--- src/rtl/maze_pkg.sv ---
// Shared definitions for the maze agent: action codes, FSM states, cell geometry.
// Latency: none (types, constants and pure functions only).
// Backpressure: not applicable.
package maze_pkg;

    localparam logic [1:0] ACT_UP    = 2'd0;
    localparam logic [1:0] ACT_DOWN  = 2'd1;
    localparam logic [1:0] ACT_LEFT  = 2'd2;
    localparam logic [1:0] ACT_RIGHT = 2'd3;

    typedef enum logic [2:0] {
        IDLE   = 3'd0,
        SELECT = 3'd1,
        MOVE   = 3'd2,
        END    = 3'd3,
        DONE   = 3'd4
    } state_t;

    // Row of a row-major cell index for a grid that is cols wide.
    function automatic int unsigned cell_row(input int unsigned idx, input int unsigned cols);
        return idx / cols;
    endfunction

    // Column of a row-major cell index for a grid that is cols wide.
    function automatic int unsigned cell_col(input int unsigned idx, input int unsigned cols);
        return idx % cols;
    endfunction

endpackage

--- src/rtl/maze_lfsr16.sv ---
// Seeded 16-bit Fibonacci LFSR (taps 16,14,13,11) used as the exploration noise source.
// Latency: new value every enabled cycle; output is the register itself.
// Backpressure: none; the enable simply freezes the sequence.
module maze_lfsr16 #(
    parameter logic [15:0] SEED = 16'hACE1
) (
    input  logic        clk_i,
    input  logic        rst_ni,
    input  logic        en_i,
    output logic [15:0] lfsr_o
);

    logic [15:0] lfsr_q;
    logic        fb_d;

    assign fb_d   = lfsr_q[15] ^ lfsr_q[13] ^ lfsr_q[12] ^ lfsr_q[10];
    assign lfsr_o = lfsr_q;

    // Shift left, feeding the tap XOR into bit 0; seed must be non-zero.
    always_ff @(posedge clk_i or negedge rst_ni) begin
        if (!rst_ni) begin
            lfsr_q <= SEED;
        end else if (en_i) begin
            lfsr_q <= {lfsr_q[14:0], fb_d};
        end
    end

endmodule

--- src/rtl/maze_agent_ctrl.sv ---
// Epsilon-greedy maze agent controller: picks actions, moves the agent, ends and restarts episodes.
// Latency: 2 cycles per step minimum (greedy_valid sampled in SELECT, action_valid the next cycle), +1 END cycle per episode end.
// Backpressure: waits in SELECT until greedy_valid; greedy_valid and start are ignored in all other states.
module maze_agent_ctrl
    import maze_pkg::*;
#(
    parameter int          ROWS         = 5,
    parameter int          COLS         = 5,
    parameter int          ST_W         = 6,
    parameter int          EPS_W        = 16,
    parameter int          EP_W         = 10,
    parameter int          MAX_STEPS    = 32,
    parameter int          MAX_EPISODES = 300,
    parameter logic [15:0] LFSR_SEED    = 16'hACE1
) (
    input  logic                 clk,
    input  logic                 enb,
    input  logic                 start,
    input  logic [ST_W-1:0]      start_st,
    input  logic [ST_W-1:0]      goal_st,
    input  logic [ROWS*COLS-1:0] wall_map,
    input  logic [EPS_W-1:0]     epsilon,
    input  logic [1:0]           greedy_action,
    input  logic                 greedy_valid,
    output logic [ST_W-1:0]      current_st,
    output logic [1:0]           next_action_o,
    output logic                 action_valid,
    output logic [EP_W-1:0]      episode,
    output logic [ST_W:0]        step_cnt,
    output logic                 fail,
    output logic                 finish,
    output logic                 new_gen,
    output logic                 done_all
);

    localparam int NCELL = ROWS * COLS;

    state_t            state_q;
    logic [ST_W-1:0]   current_st_q;
    logic [1:0]        act_q;
    logic              act_vld_q;
    logic [EP_W-1:0]   episode_q;
    logic [ST_W:0]     step_cnt_q;
    logic              fail_q;
    logic              finish_q;
    logic              new_gen_q;
    logic              done_q;

    logic [15:0]       lfsr_q;
    logic [EPS_W-1:0]  rnd_d;
    logic              explore_d;
    logic [1:0]        sel_act_d;

    int unsigned       row_d;
    int unsigned       col_d;
    logic [ST_W-1:0]   tgt_d;
    logic              bnd_d;
    logic              wall_d;
    logic              goal_d;
    logic [ST_W:0]     steps_inc_d;
    logic              tmo_d;
    logic [EP_W-1:0]   ep_inc_d;
    logic              last_ep_d;

    // The LFSR runs freely whenever the block is out of reset.
    maze_lfsr16 #(
        .SEED (LFSR_SEED)
    ) u_lfsr (
        .clk_i  (clk),
        .rst_ni (enb),
        .en_i   (1'b1),
        .lfsr_o (lfsr_q)
    );

    assign rnd_d     = EPS_W'(lfsr_q);
    assign explore_d = (rnd_d < epsilon);
    assign sel_act_d = explore_d ? lfsr_q[1:0] : greedy_action;

    // Target cell and the checks that decide how the committed step resolves.
    always_comb begin
        row_d  = cell_row(32'(current_st_q), COLS);
        col_d  = cell_col(32'(current_st_q), COLS);
        tgt_d  = current_st_q;
        bnd_d  = 1'b0;
        unique case (act_q)
            ACT_UP: begin
                bnd_d = (row_d == 0);
                tgt_d = current_st_q - ST_W'(COLS);
            end
            ACT_DOWN: begin
                bnd_d = (row_d == ROWS - 1);
                tgt_d = current_st_q + ST_W'(COLS);
            end
            ACT_LEFT: begin
                bnd_d = (col_d == 0);
                tgt_d = current_st_q - ST_W'(1);
            end
            default: begin
                bnd_d = (col_d == COLS - 1);
                tgt_d = current_st_q + ST_W'(1);
            end
        endcase
        // A shifted one-hot probe keeps out-of-range targets from reading a wall.
        wall_d      = |(wall_map & (NCELL'(1) << tgt_d));
        goal_d      = (tgt_d == goal_st);
        steps_inc_d = step_cnt_q + (ST_W + 1)'(1);
        tmo_d       = (steps_inc_d == (ST_W + 1)'(MAX_STEPS));
        ep_inc_d    = (episode_q == '1) ? episode_q : episode_q + EP_W'(1);
        last_ep_d   = ((32'(episode_q) + 32'd1) == 32'(MAX_EPISODES));
    end

    // Episode FSM; fail_q/finish_q are set on entry to END so they act as the pending flags.
    always_ff @(posedge clk or negedge enb) begin
        if (!enb) begin
            state_q      <= IDLE;
            current_st_q <= '0;
            act_q        <= '0;
            act_vld_q    <= 1'b0;
            episode_q    <= '0;
            step_cnt_q   <= '0;
            fail_q       <= 1'b0;
            finish_q     <= 1'b0;
            new_gen_q    <= 1'b0;
            done_q       <= 1'b0;
        end else begin
            act_vld_q <= 1'b0;
            fail_q    <= 1'b0;
            finish_q  <= 1'b0;
            new_gen_q <= 1'b0;
            unique case (state_q)
                IDLE: begin
                    if (start) begin
                        current_st_q <= start_st;
                        step_cnt_q   <= '0;
                        state_q      <= SELECT;
                    end
                end
                SELECT: begin
                    if (greedy_valid) begin
                        act_q     <= sel_act_d;
                        act_vld_q <= 1'b1;
                        state_q   <= MOVE;
                    end
                end
                MOVE: begin
                    step_cnt_q <= steps_inc_d;
                    if (bnd_d || wall_d) begin
                        fail_q    <= 1'b1;
                        new_gen_q <= 1'b1;
                        state_q   <= END;
                    end else if (goal_d) begin
                        current_st_q <= tgt_d;
                        finish_q     <= 1'b1;
                        new_gen_q    <= 1'b1;
                        state_q      <= END;
                    end else if (tmo_d) begin
                        current_st_q <= tgt_d;
                        fail_q       <= 1'b1;
                        new_gen_q    <= 1'b1;
                        state_q      <= END;
                    end else begin
                        current_st_q <= tgt_d;
                        state_q      <= SELECT;
                    end
                end
                END: begin
                    episode_q    <= ep_inc_d;
                    step_cnt_q   <= '0;
                    current_st_q <= start_st;
                    done_q       <= last_ep_d;
                    state_q      <= last_ep_d ? DONE : SELECT;
                end
                DONE: begin
                    state_q <= DONE;
                end
                default: begin
                    state_q <= IDLE;
                end
            endcase
        end
    end

    assign current_st    = current_st_q;
    assign next_action_o = act_q;
    assign action_valid  = act_vld_q;
    assign episode       = episode_q;
    assign step_cnt      = step_cnt_q;
    assign fail          = fail_q;
    assign finish        = finish_q;
    assign new_gen       = new_gen_q;
    assign done_all      = done_q;

endmodule
--- config.mk ---
export PLATFORM = sky130hd
export DESIGN_NAME = maze_agent_ctrl
export DESIGN_NICKNAME = d
export VERILOG_FILES = /design/src/rtl/maze_pkg.sv /design/src/rtl/maze_lfsr16.sv /design/src/rtl/maze_agent_ctrl.sv
export SDC_FILE = /design/constraint.sdc
export NUM_CORES = 1
export LEC_CHECK = 0
export ABC_AREA = 0
export CORE_MARGIN = 3
export CORE_UTILIZATION = 50
export DETAILED_ROUTE_END_ITERATION = 6
export PLACE_DENSITY = 0.76
export SLEW_MARGIN = 10
export SYNTH_ARGS = -nofsm -noshare
export SYNTH_HDL_FRONTEND = slang
export SYNTH_SLANG_ARGS = --single-unit
--- constraint.sdc ---
create_clock -name clk -period 5.27 [get_ports clk]
set_input_delay 0.527 -clock clk [delete_from_list [all_inputs] [get_ports clk]]
set_output_delay 0.527 -clock clk [all_outputs]
set_load 0.005 [all_outputs]
==> impl_metrics.toml <==
[timing]
maxSlewHeadroom = 0.3359
final.period_utilization = 0.9468
timing.final.setup_violations = 0
max_freq_mhz = 200.4
skew_ns = 0.005596
period_minus_slack_ns = 4.990
report.final.hold_viol_count = 0
max_slew.worst_pin.slew_ns = 0.9823
grt_setup_unrepaired = "true"
slew_viol_final = 0
hold-worst-slack_ns = 0.3196

[cts]
cts-root-buf = "clkbuf_8"
worst_setup_hold_path_clk_slew_ns = 0.09
cts-buffers-inserted = 5
cts.sinks = 49
number_of_gates_given_a_new_drive_strength_after_cts = 0
cts_htree_levels = 2
post_cts.repair.setup_buffers = 0
worstSkewPairLatency_ns = 0.30
clk_path_buf_depth = 2
cts_tree = "done"
hold_buffer_count_at_cts = 0

[critical_path]
crit_end = "current_st[1]$_DFFE_PN0P_"
crit_buf_inv = 2
cp_max_fo = 8
critical-path-top-cell-by-count = "ha_1"
cp_slowest_cell = "o31ai_2"
worst-r2r-setup-slack_ns = 0.28
critical-path-max-stage-delay_ns = 0.49
ff2ff_path_depth = 18
crit_family = "compound AO/OA/AOI/OAI gates"
worstSetupPathDepth = 18
end_kind = "flip-flop"
worstSetupStartpoint = "current_st[4]$_DFFE_PN0P_"
worst_ep_required_time_ns = 5.46
crit_chain = "nor2_1 > inv_1 > ha_1 > nand2b_1 > nor3_1 > a2111o_2 > inv_1 > ha_1 > o211a_1 > nor2b_1 > xnor2_1 > ha_1 > nor2b_1 > o311ai_2 > mux2i_1 > o31ai_2 > a21oi_4 > o311a_1"
worstReg2RegStart = "current_st[4]$_DFFE_PN0P_"
arrival_ns = 5.18
timing.critical_path.from_type = "flip-flop"
regToRegEndpoint = "current_st[1]$_DFFE_PN0P_"
classification_of_the_worst_setup_path = "flip-flop to flip-flop"

[power]
total_leakage_power_nw = 2.234
switchingPower_mw = 1.992
fraction_of_power_consumed_by_combinational_cells = 0.782
totalPowerFinal_mw = 3.770
clock_share_of_power = 0.064
power-per-cell-area_nw_per_um2 = 745.4
power.sequential.fraction = 0.154
power.switching_fraction = 0.5285
cellInternalPower_mw = 1.777
ir_drop_mv = 0.3665

[placed_design]
placement.io_buffers = 88
placer_s_final_routability_congestion_estimate = 0.8971
post_dp_cell_area_um2 = 4956
post-dp-hpwl_mm = 8.090
dp_cells = 631

[final_layout]
final_layout_size_suffix_gt1_frac = 0.08007
nets = 629
nFillCells = 665
layoutNonFillerInstCount = 639
areaGrowthSynthToFinish_pct = 26.27
finalInstanceArea_um2 = 5057
final_core_utilization = 0.6511
num_antenna_cells = 0

[die]
die_h_um = 95.50
design.core.area_um2 = 7767
floorplan.die.width_um = 95.50
placement_rows = 32
dieArea_um2 = 9120
number_of_primary_i_o_pins = 89
start_util = 0.5156

[route]
route.detailed.drc = 0
route.detailed.wl_per_inst_um = 16.60
first_iter_violations = 245
wl_mm = 10.61
ant_nets = 0
first_drt_pass_iteration_count = 7
routed-via-count = 3805
drt-vias-per-instance = 5.955

[synthesis]
yosysTopAreaCellShare = 0.2562
yosysMostFrequentCell = "dfrtp_1"
synthTopCellsByCount = "dfrtp_1, ha_1, a21oi_1, inv_1, nand2_1"
postSynthAreaPerCell_um2 = 8.861
synth.ff_latch_count = 49
synth_net_count = 545
postSynthCellCount = 452
yosys_most_used_dff = "dfrtp_1"
synthDistinctLibCells = 77
count_of_flip_flops_with_a_built_in_enable_after_synthesis = 0
yosysSeqAreaShare = 0.3087
yosys.area.top_type = "dfrtp_1"
synth_top_cells_by_area = "dfrtp_1, ha_1, dfstp_2"
yosysWarnings = 0
syn-cell-area_um2 = 4005
ys_async_sr_fraction = 1.000

[run]
max_cap_violations = 0

[global_route]
grt_start_max_net_pins = 50
antenna_found_initial = 0
globalRouteOverflowTotal = 0
first_pass_grt_wire_length_mm = 17.19
grt.total_usage = 0.2341
first_global_vias = 3660

[run_status]
status = "completed"

[hold_path]
hold_path_class = "input port to async pin"
## cells by family (layout without fill, tap and decap cells)
| kind of cell | after synthesis | in the layout | share of synthesized area |
|---|---|---|---|
| xor gates and xnor gates | 28 | 28 | 0.06123 |
| DFF | 49 | 49 | 0.3087 |
| buffers and inverters | 47 | 132 | 0.05248 |
| muxes | 8 | 8 | 0.02093 |
| AOI/OAI and AO/OA | 138 | 138 | 0.2452 |
| and+or+nand+nor | 148 | 148 | 0.2034 |
| adders and majority gates | 34 | 34 | 0.1081 |
## worst min-delay path by stage
stage	depth (start not counted)	end	slack, ns
CTS	2	done_all$_DFFE_PN0P_	0.34
finish	2	episode[1]$_DFFE_PN0P_	0.32
global route	2	episode[0]$_DFFE_PN0P_	0.36
global placement	0	u_lfsr.lfsr_o[7]$_DFF_PN1_	0.36
floorplan	0	action_valid$_DFF_PN0_	0.23
detailed placement	0	u_lfsr.lfsr_o[6]$_DFF_PN1_	0.36
## layout make-up
class                   instances  area (um^2)  area share
well taps                     102        127.6     0.02523
repair buffers                 94        920.9      0.1821
clock buffers                   7        96.34     0.01905
flip-flops and latches         49         1236      0.2444
clock inverters                 1        5.005   0.0009896
inverters                      30        112.6     0.02227
multi-input cells             356         2559      0.5059
## metal layers
layer / up-vias / track usage / wire [um]
met5: - / 0 / 0
met4: 0 / 0.04147 / 104
met3: 15 / 0.02920 / 532
met2: 129 / 0.3994 / 5261
met1: 1817 / 0.3220 / 4707
li1: 1844 / - / -
## state kept, by name, indices dropped and copies added (netlist names)
register	cells
u_lfsr.lfsr_o	16
episode	10
action_valid	1
state_q	3
done_all	1
next_action_o	2
finish	1
fail	1
step_cnt	7
current_st	6
new_gen	1
## per-stage QoR
step	setup WS, ns	TNS [ns]
after floorplan	0.6126	0
final	0.2801	0
after CTS	0.3920	0
after global placement	0.6400	0
after global routing	-0.06684	-0.1736
after detailed placement	0.4085	0
## power by group through the flow
stage	logic (mW)	clock network, mW	registers, mW
after floorplan	2.20	0	0.549
after global placement	2.84	0	0.581
after detailed placement	2.89	0	0.582
after CTS	2.91	0.243	0.578
after global routing	3.24	0.261	0.595
final	2.95	0.240	0.581
## cells in the final DEF, fill, tap and decap left out, types with 4 or more instances in the layout
cell,count
nand2_1,27
nor3_1,16
inv_1,29
o211ai_1,9
dfrtp_1,41
a31oi_1,6
nand4_1,11
o21a_1,5
and3_1,12
o21ai_0,21
ha_1,33
and2_1,6
nand3_1,11
nand2b_1,7
a21oi_1,29
a21o_1,11
xnor2_1,16
mux2i_1,5
buf_4,6
xor2_1,12
nor2_1,25
clkdlybuf4s50_1,87
a22oi_1,6
dfstp_2,8
clkbuf_8,7
a21boi_0,4
nor2b_1,8
Power figures use the tool's default switching activity.
